<file path="config.mk">
export PLATFORM = sky130hd
export DESIGN_NAME = systolic_array_ws
export DESIGN_NICKNAME = d
export VERILOG_FILES = /design/src/rtl/systolic_array_ws.sv
export SDC_FILE = /design/constraint.sdc
export NUM_CORES = 2
export LEC_CHECK = 0
export CORE_ASPECT_RATIO = 0.5
export CORE_MARGIN = 2
export CORE_UTILIZATION = 58
export CTS_BUF_LIST = sky130_fd_sc_hd__clkbuf_2 sky130_fd_sc_hd__clkbuf_4 sky130_fd_sc_hd__clkbuf_8
export DETAILED_ROUTE_END_ITERATION = 12
export GPL_TIMING_DRIVEN = 0
export PLACE_DENSITY_LB_ADDON = 0.12
export REMOVE_ABC_BUFFERS = 1
export SLEW_MARGIN = 30
export SYNTH_ARGS = -nofsm -noshare
export SYNTH_HDL_FRONTEND = slang
export SYNTH_SLANG_ARGS = --single-unit
</file>
<file path="constraint.sdc">
create_clock -name clk -period 5.07 [get_ports clk]
set_input_delay 1.2675 -clock clk [delete_from_list [all_inputs] [get_ports clk]]
set_output_delay 1.2675 -clock clk [all_outputs]
set_load 0.02 [all_outputs]
</file>
<file path="src/rtl/systolic_array_ws.sv">
// rtl/systolic_array_ws.sv - weight-stationary ROWS x COLS systolic MAC array with skew, de-skew and control FSM
// Optional macro SA_SATURATE_EN: saturating partial-sum adds instead of two's-complement wrap.
module systolic_array_ws #(
   parameter int ROWS   = 3,
   parameter int COLS   = 3,
   parameter int DATA_W = 8,
   parameter int ACC_W  = 32
) (
   input  logic                    clk,
   input  logic                    rst,
   input  logic                    wt_valid,
   output logic                    wt_ready,
   input  logic [COLS*DATA_W-1:0]  wt_data,
   input  logic                    in_valid,
   output logic                    in_ready,
   input  logic [ROWS*DATA_W-1:0]  in_data,
   input  logic                    in_last,
   output logic                    out_valid,
   output logic [COLS*ACC_W-1:0]   out_data,
   output logic                    out_last,
   output logic                    busy
);

   localparam int L  = ROWS + COLS;
   localparam int RW = (ROWS > 1) ? $clog2(ROWS) : 1;
   localparam int CW = $clog2(L + 1);

   typedef enum logic [2:0] {S_IDLE, S_LOAD, S_ARMED, S_STREAM, S_DRAIN} state_e;

   state_e                   state_q, state_d;
   logic [RW-1:0]            row_q, row_d, wt_row;
   logic [CW-1:0]            cnt_q, cnt_d;
   logic                     wt_we, accept;
   logic [L:0]               vld_q, last_q;
   logic [COLS*ACC_W-1:0]    out_q;

   logic signed [DATA_W-1:0] skew_out [ROWS];
   logic signed [DATA_W-1:0] act_w    [ROWS][COLS];
   logic signed [ACC_W-1:0]  psum_w   [ROWS][COLS];
   logic signed [ACC_W-1:0]  col_out  [COLS];

   function automatic logic signed [ACC_W-1:0] add_acc(input logic signed [ACC_W-1:0] a,
                                                       input logic signed [ACC_W-1:0] b);
`ifdef SA_SATURATE_EN
      logic signed [ACC_W:0] s;
      s = {a[ACC_W-1], a} + {b[ACC_W-1], b};
      if (s[ACC_W] != s[ACC_W-1])
         return s[ACC_W] ? {1'b1, {(ACC_W-1){1'b0}}} : {1'b0, {(ACC_W-1){1'b1}}};
      return s[ACC_W-1:0];
`else
      return a + b;
`endif
   endfunction

   // Weight beats take priority over activation beats whenever both handshakes are open.
   always_comb begin
      state_d  = state_q;
      row_d    = row_q;
      cnt_d    = cnt_q;
      wt_ready = 1'b0;
      in_ready = 1'b0;
      busy     = 1'b0;
      wt_we    = 1'b0;
      accept   = 1'b0;
      wt_row   = row_q;
      case (state_q)
         S_IDLE: begin
            wt_ready = 1'b1;
            wt_row   = '0;
         end
         S_LOAD: begin
            wt_ready = 1'b1;
            busy     = 1'b1;
         end
         S_ARMED: begin
            wt_ready = 1'b1;
            in_ready = !wt_valid;
            wt_row   = '0;
         end
         S_STREAM: begin
            in_ready = 1'b1;
            busy     = 1'b1;
         end
         S_DRAIN: begin
            busy = 1'b1;
            if (cnt_q == CW'(L - 1)) begin
               state_d = S_ARMED;
               cnt_d   = '0;
            end else begin
               cnt_d = cnt_q + CW'(1);
            end
         end
         default: state_d = S_IDLE;
      endcase
      if (wt_ready && wt_valid) begin
         wt_we = 1'b1;
         if (wt_row == RW'(ROWS - 1)) begin
            state_d = S_ARMED;
            row_d   = '0;
         end else begin
            state_d = S_LOAD;
            row_d   = wt_row + RW'(1);
         end
      end else if (in_ready && in_valid) begin
         accept = 1'b1;
         if (in_last) begin
            state_d = S_DRAIN;
            cnt_d   = '0;
         end else begin
            state_d = S_STREAM;
         end
      end
   end

   always_ff @(posedge clk or negedge rst) begin
      if (!rst) begin
         state_q <= S_IDLE;
         row_q   <= '0;
         cnt_q   <= '0;
         vld_q   <= '0;
         last_q  <= '0;
         out_q   <= '0;
      end else begin
         state_q <= state_d;
         row_q   <= row_d;
         cnt_q   <= cnt_d;
         vld_q   <= {vld_q[L-1:0], accept};
         last_q  <= {last_q[L-1:0], accept & in_last};
         if (vld_q[L-1]) begin
            for (int c = 0; c < COLS; c++)
               out_q[c*ACC_W +: ACC_W] <= col_out[c];
         end
      end
   end

   for (genvar r = 0; r < ROWS; r++) begin : g_skew
      logic signed [DATA_W-1:0] sk_q [0:r];
      always_ff @(posedge clk or negedge rst) begin
         if (!rst) begin
            for (int i = 0; i <= r; i++) sk_q[i] <= '0;
         end else begin
            sk_q[0] <= accept ? $signed(in_data[r*DATA_W +: DATA_W]) : '0;
            for (int i = 1; i <= r; i++) sk_q[i] <= sk_q[i-1];
         end
      end
      assign skew_out[r] = sk_q[r];
   end

   for (genvar r = 0; r < ROWS; r++) begin : g_row
      for (genvar c = 0; c < COLS; c++) begin : g_col
         logic signed [DATA_W-1:0]   w_q, a_q, a_in;
         logic signed [ACC_W-1:0]    p_q, p_in;
         logic signed [2*DATA_W-1:0] prod;

         if (c == 0) begin : g_west_edge
            assign a_in = skew_out[r];
         end else begin : g_west_pe
            assign a_in = act_w[r][c-1];
         end
         if (r == 0) begin : g_north_edge
            assign p_in = '0;
         end else begin : g_north_pe
            assign p_in = psum_w[r-1][c];
         end

         assign prod = a_in * w_q;

         always_ff @(posedge clk or negedge rst) begin
            if (!rst) begin
               w_q <= '0;
               a_q <= '0;
               p_q <= '0;
            end else begin
               if (wt_we && wt_row == RW'(r))
                  w_q <= $signed(wt_data[c*DATA_W +: DATA_W]);
               a_q <= a_in;
               p_q <= add_acc(p_in, ACC_W'(prod));
            end
         end

         assign act_w[r][c]  = a_q;
         assign psum_w[r][c] = p_q;
      end
   end

   // Column c leaves the array c cycles after column 0; pad the early columns to line them up.
   for (genvar c = 0; c < COLS; c++) begin : g_deskew
      localparam int D = COLS - 1 - c;
      if (D == 0) begin : g_pass
         assign col_out[c] = psum_w[ROWS-1][c];
      end else begin : g_delay
         logic signed [ACC_W-1:0] dk_q [0:D-1];
         always_ff @(posedge clk or negedge rst) begin
            if (!rst) begin
               for (int i = 0; i < D; i++) dk_q[i] <= '0;
            end else begin
               dk_q[0] <= psum_w[ROWS-1][c];
               for (int i = 1; i < D; i++) dk_q[i] <= dk_q[i-1];
            end
         end
         assign col_out[c] = dk_q[D-1];
      end
   end

   assign out_valid = vld_q[L];
   assign out_last  = last_q[L];
   assign out_data  = out_q;

endmodule

</file>
==> flow_summary.ini <==
[floorplanning]
die_w_um = 374
io_pins = 154
die_area_um2 = 70600
die_h_um = 189
core-area_um2 = 67300
fp-row-count = 67
start_util_pct = 58.9

[pwr]
ir_worst_vdd_uv = 319
p_per_area_nw_per_um2 = 565
power_w = 0.0250
p_leak_nw = 23.1

[worst_setup_path]
required_ps = 5730
startpoint_type = register
crit_chain = and2_4 -> fa_1 -> inv_2 -> fa_1 -> inv_2 -> fa_1 -> fa_1 -> fa_1 -> ha_4 -> and2_4 -> a221oi_4 -> a21o_1 -> a31oi_4 -> or4_4 -> nand3b_1
worst-path-max-fanout = 7
crit_family = adder cells
worstReg2RegEnd = g_row[2].g_col[1].p_q[17]$_DFF_PN0_
crit_path_end_kind = register
r2r-start = g_row[2].g_col[1].w_q[2]$_DFFE_PN0P_
critPathSlowestCell = fa_1
path_class = register to register
max_stage_delay_ps = 560
rr_worst_depth = 15
cp.arrival_ps = 5620
timing.critical_path.mode_cell = fa_1
critPathBufInv = 2
reg2reg_slack_ps = 110

[drt]
vias_per_cell = 5.15
dr.first_iter.drc_count = 1004
post_drt_wl_per_cell_um = 15.7
routed.top_layer = met4
met3_length_um = 2660
wl_um = 72800
vias = 23900
drc = 0
route.met2.wl_um = 36600
firstDrtPassIters = 5
ant_nets = 0
drt-met1-wl_um = 32100

[yosys]
synth_edf_count = 0
ys_async_sr_fraction_pct = 100
yosysUniqueCellTypes = 68
syn_inst = 3502
syn_avg_cell_area_um2 = 11.3
yosysSeqAreaShare_pct = 28.5
ys.flop_type = dfrtp_1
yosys_warnings = 0
syn-cell-area_um2 = 39700
ys_ff_latch = 451

[timing]
slew_violations = 0
max_slew_margin_pct = 47.0
skew_ps = 45.3
hold_viol = 0
period_share_pct = 97.8
min_period_ps = 4960
setup_violations = 0
fmax_mhz = 202
grt_setup_unrepaired = yes
worst_slew_pin_slew_ps = 792

[placed_design]
dpl_cell_area_um2 = 42100
numPortBuffers = 153
gp_congestion = 0.858
dp_hpwl_um = 58600

[clocking]
holdBufCountCts = 0
clock_latency_ps = 730
cts_buffers = 69
cts.path.max_buffers = 3
cts_tree = yes
root_buffer = clkbuf_8
clock_sinks = 451
h-tree-depth = 3
clk_pin_slew_ps = 70

[grt]
antenna_found_initial = 1
first_global_vias = 26800
gr-total-overflow = 0
grt_max_degree = 95
grt_use_total_pct = 22.7
grt_pass1_wl_um = 130000

[layout]
nFillCells = 5177
synthToLayoutAreaGrowth_pct = 11.6
fin_area_um2 = 44300
nNetsFinal = 4712
drive_above_1_share_pct = 10.7
antenna_cells = 0

[worst_hold_path]
whs_path_depth = 0
hold_path_class = register to register
holdPathEnd = last_q[4]$_DFF_PN0_
min_from = last_q[3]$_DFF_PN0_

[job]
drv_cap = 0

[outcome]
outcome = finished clean
-- routing by layer --
metal	vias to the layer above	track usage [%]
li1	11100	-
met2	330	39.4
met3	93	3.88
met1	12400	30.3
met5	-	0
met4	0	5.20
-- kinds of logic after synthesis --
| logic type | share of synthesized area, % |
|---|---|
| multiplexers | 3.82 |
| XOR/XNOR | 3.22 |
| AND/OR/NAND/NOR | 10.5 |
| flip-flops | 28.5 |
| adder cells (fa/ha/maj) | 42.4 |
| buffers and inverters | 8.04 |
| AO/OA/AOI/OAI | 3.61 |
-- cell usage in the layout, fill, tap and decap left out, types with 6 or more instances in the layout --
master / instances
buf_4: 41
or3_1: 7
nor3_1: 17
and2_1: 301
nand2b_1: 27
clkbuf_8: 84
nor2b_1: 39
nand2_1: 232
xnor2_1: 106
a31oi_1: 6
o21a_1: 8
fa_1: 632
o21ai_0: 32
dfrtp_2: 42
ha_1: 325
mux2_2: 131
a21oi_1: 52
clkbuf_4: 12
clkinv_2: 12
and2_4: 11
o21bai_1: 13
nand3_1: 23
o31ai_1: 6
inv_1: 719
dfrtp_1: 408
buf_16: 7
xor2_1: 40
a21o_1: 30
o21ai_1: 6
clkdlybuf4s50_1: 152
nor2_1: 73
and3_1: 29
-- flip-flops by register name, indices dropped and copies added (netlist names) --
signal	cells
g_row.g_col.p_q	153
col_out	18
g_row.g_col.a_q	48
g_row.g_col.w_q	72
g_row.g_col.a_in	24
cnt_q	3
last_q	7
row_q	2
out_data	54
state_q	3
g_deskew.g_delay.dk_q	36
g_skew.sk_q	24
vld_q	7
-- worst register-to-register path, delay by kind of cell (launching register included) --
| kind | cells | cell delay [ps] |
|---|---|---|
| fa+ha+maj | 6 | 2840 |
| simple gates | 4 | 850 |
| compound gates | 3 | 660 |
| flops | 1 | 460 |
| buf+inv | 2 | 80 |
-- how the worst max path moves through the flow --
stage                                                     from                                      to  slack (ps)  depth (start not counted)
after floorplan           g_row[2].g_col[1].w_q[0]$_DFFE_PN0P_     g_row[2].g_col[1].p_q[17]$_DFF_PN0_          30                         15
after global placement                                     rst  g_deskew[0].g_delay.dk_q[48]$_DFF_PN0_      -16810                          1
after detailed placement   g_row[2].g_col[0].a_in[7]$_DFF_PN0_     g_row[2].g_col[0].p_q[17]$_DFF_PN0_        -600                         15
after CTS                  g_row[2].g_col[0].a_in[7]$_DFF_PN0_     g_row[2].g_col[0].p_q[17]$_DFF_PN0_         -40                         15
after global routing      g_row[2].g_col[1].w_q[2]$_DFFE_PN0P_     g_row[2].g_col[1].p_q[17]$_DFF_PN0_         -30                         15
final                     g_row[2].g_col[1].w_q[2]$_DFFE_PN0P_     g_row[2].g_col[1].p_q[17]$_DFF_PN0_         110                         15
-- stage by stage --
step	setup TNS, ps	utilization (%)	hold WS [ps]	setup WS (ps)	cells
floorplan	0	-	331	28.3	3419
global placement	-7532060	62.2	334	-16810	4469
detailed placement	-10150	62.6	335	-600	4478
CTS	-44.3	65.0	331	-44.3	4608
global route	-53.5	65.7	351	-32.7	4646
finish	0	65.7	328	111	4646
-- area by class of cell --
type / instances / area, um^2 / area share [%]
inverter: 723 / 2720 / 6.14
clock inverter: 28 / 312 / 0.704
sequential: 451 / 11300 / 25.6
multi-input combinational: 2245 / 25400 / 57.5
clock buffer: 96 / 1250 / 2.82
timing repair buffer: 206 / 2090 / 4.72
tap: 897 / 1120 / 2.54
-- repair_timing --
| action | 4_1_cts | 5_1_grt |
|---|---|---|
| pin swaps | 3 | 16 |
| setup endpoints to repair | 38 | 19 |
| buffers inserted | 6 | 38 |
| gates resized for setup | 32 | 67 |
-- power by group --
| group | total [W] | internal [W] | switching [W] |
|---|---|---|---|
| Clock | 0.00345 | 0.00188 | 0.00157 |
| Sequential | 0.00625 | 0.00501 | 0.00125 |
| Combinational | 0.0153 | 0.00725 | 0.00803 |
-- synthesized netlist by cell type (all sizes together), types with 4 or more instances --
| cell type | instances | share of area, % |
|---|---|---|
| a211oi | 8 | 0.18 |
| a21o | 30 | 0.57 |
| a21oi | 55 | 0.69 |
| a31oi | 8 | 0.13 |
| and2 | 317 | 5.0 |
| and3 | 29 | 0.46 |
| buf | 48 | 0.87 |
| clkbuf | 35 | 0.33 |
| dfrtp | 451 | 28 |
| fa | 633 | 32 |
| ha | 330 | 10 |
| inv | 723 | 6.8 |
| mux2 | 131 | 3.7 |
| mux2i | 4 | 0.10 |
| nand2 | 232 | 2.2 |
| nand2b | 27 | 0.43 |
| nand3 | 24 | 0.30 |
| nor2 | 73 | 0.69 |
| nor2b | 39 | 0.62 |
| nor3 | 17 | 0.21 |
| nor4 | 5 | 0.079 |
| o21a | 8 | 0.15 |
| o21ai | 39 | 0.49 |
| o21bai | 14 | 0.27 |
| o31ai | 8 | 0.16 |
| or3 | 7 | 0.11 |
| xnor2 | 106 | 2.3 |
| xor2 | 40 | 0.88 |
Note: power is estimated with default switching activity, not from simulation.
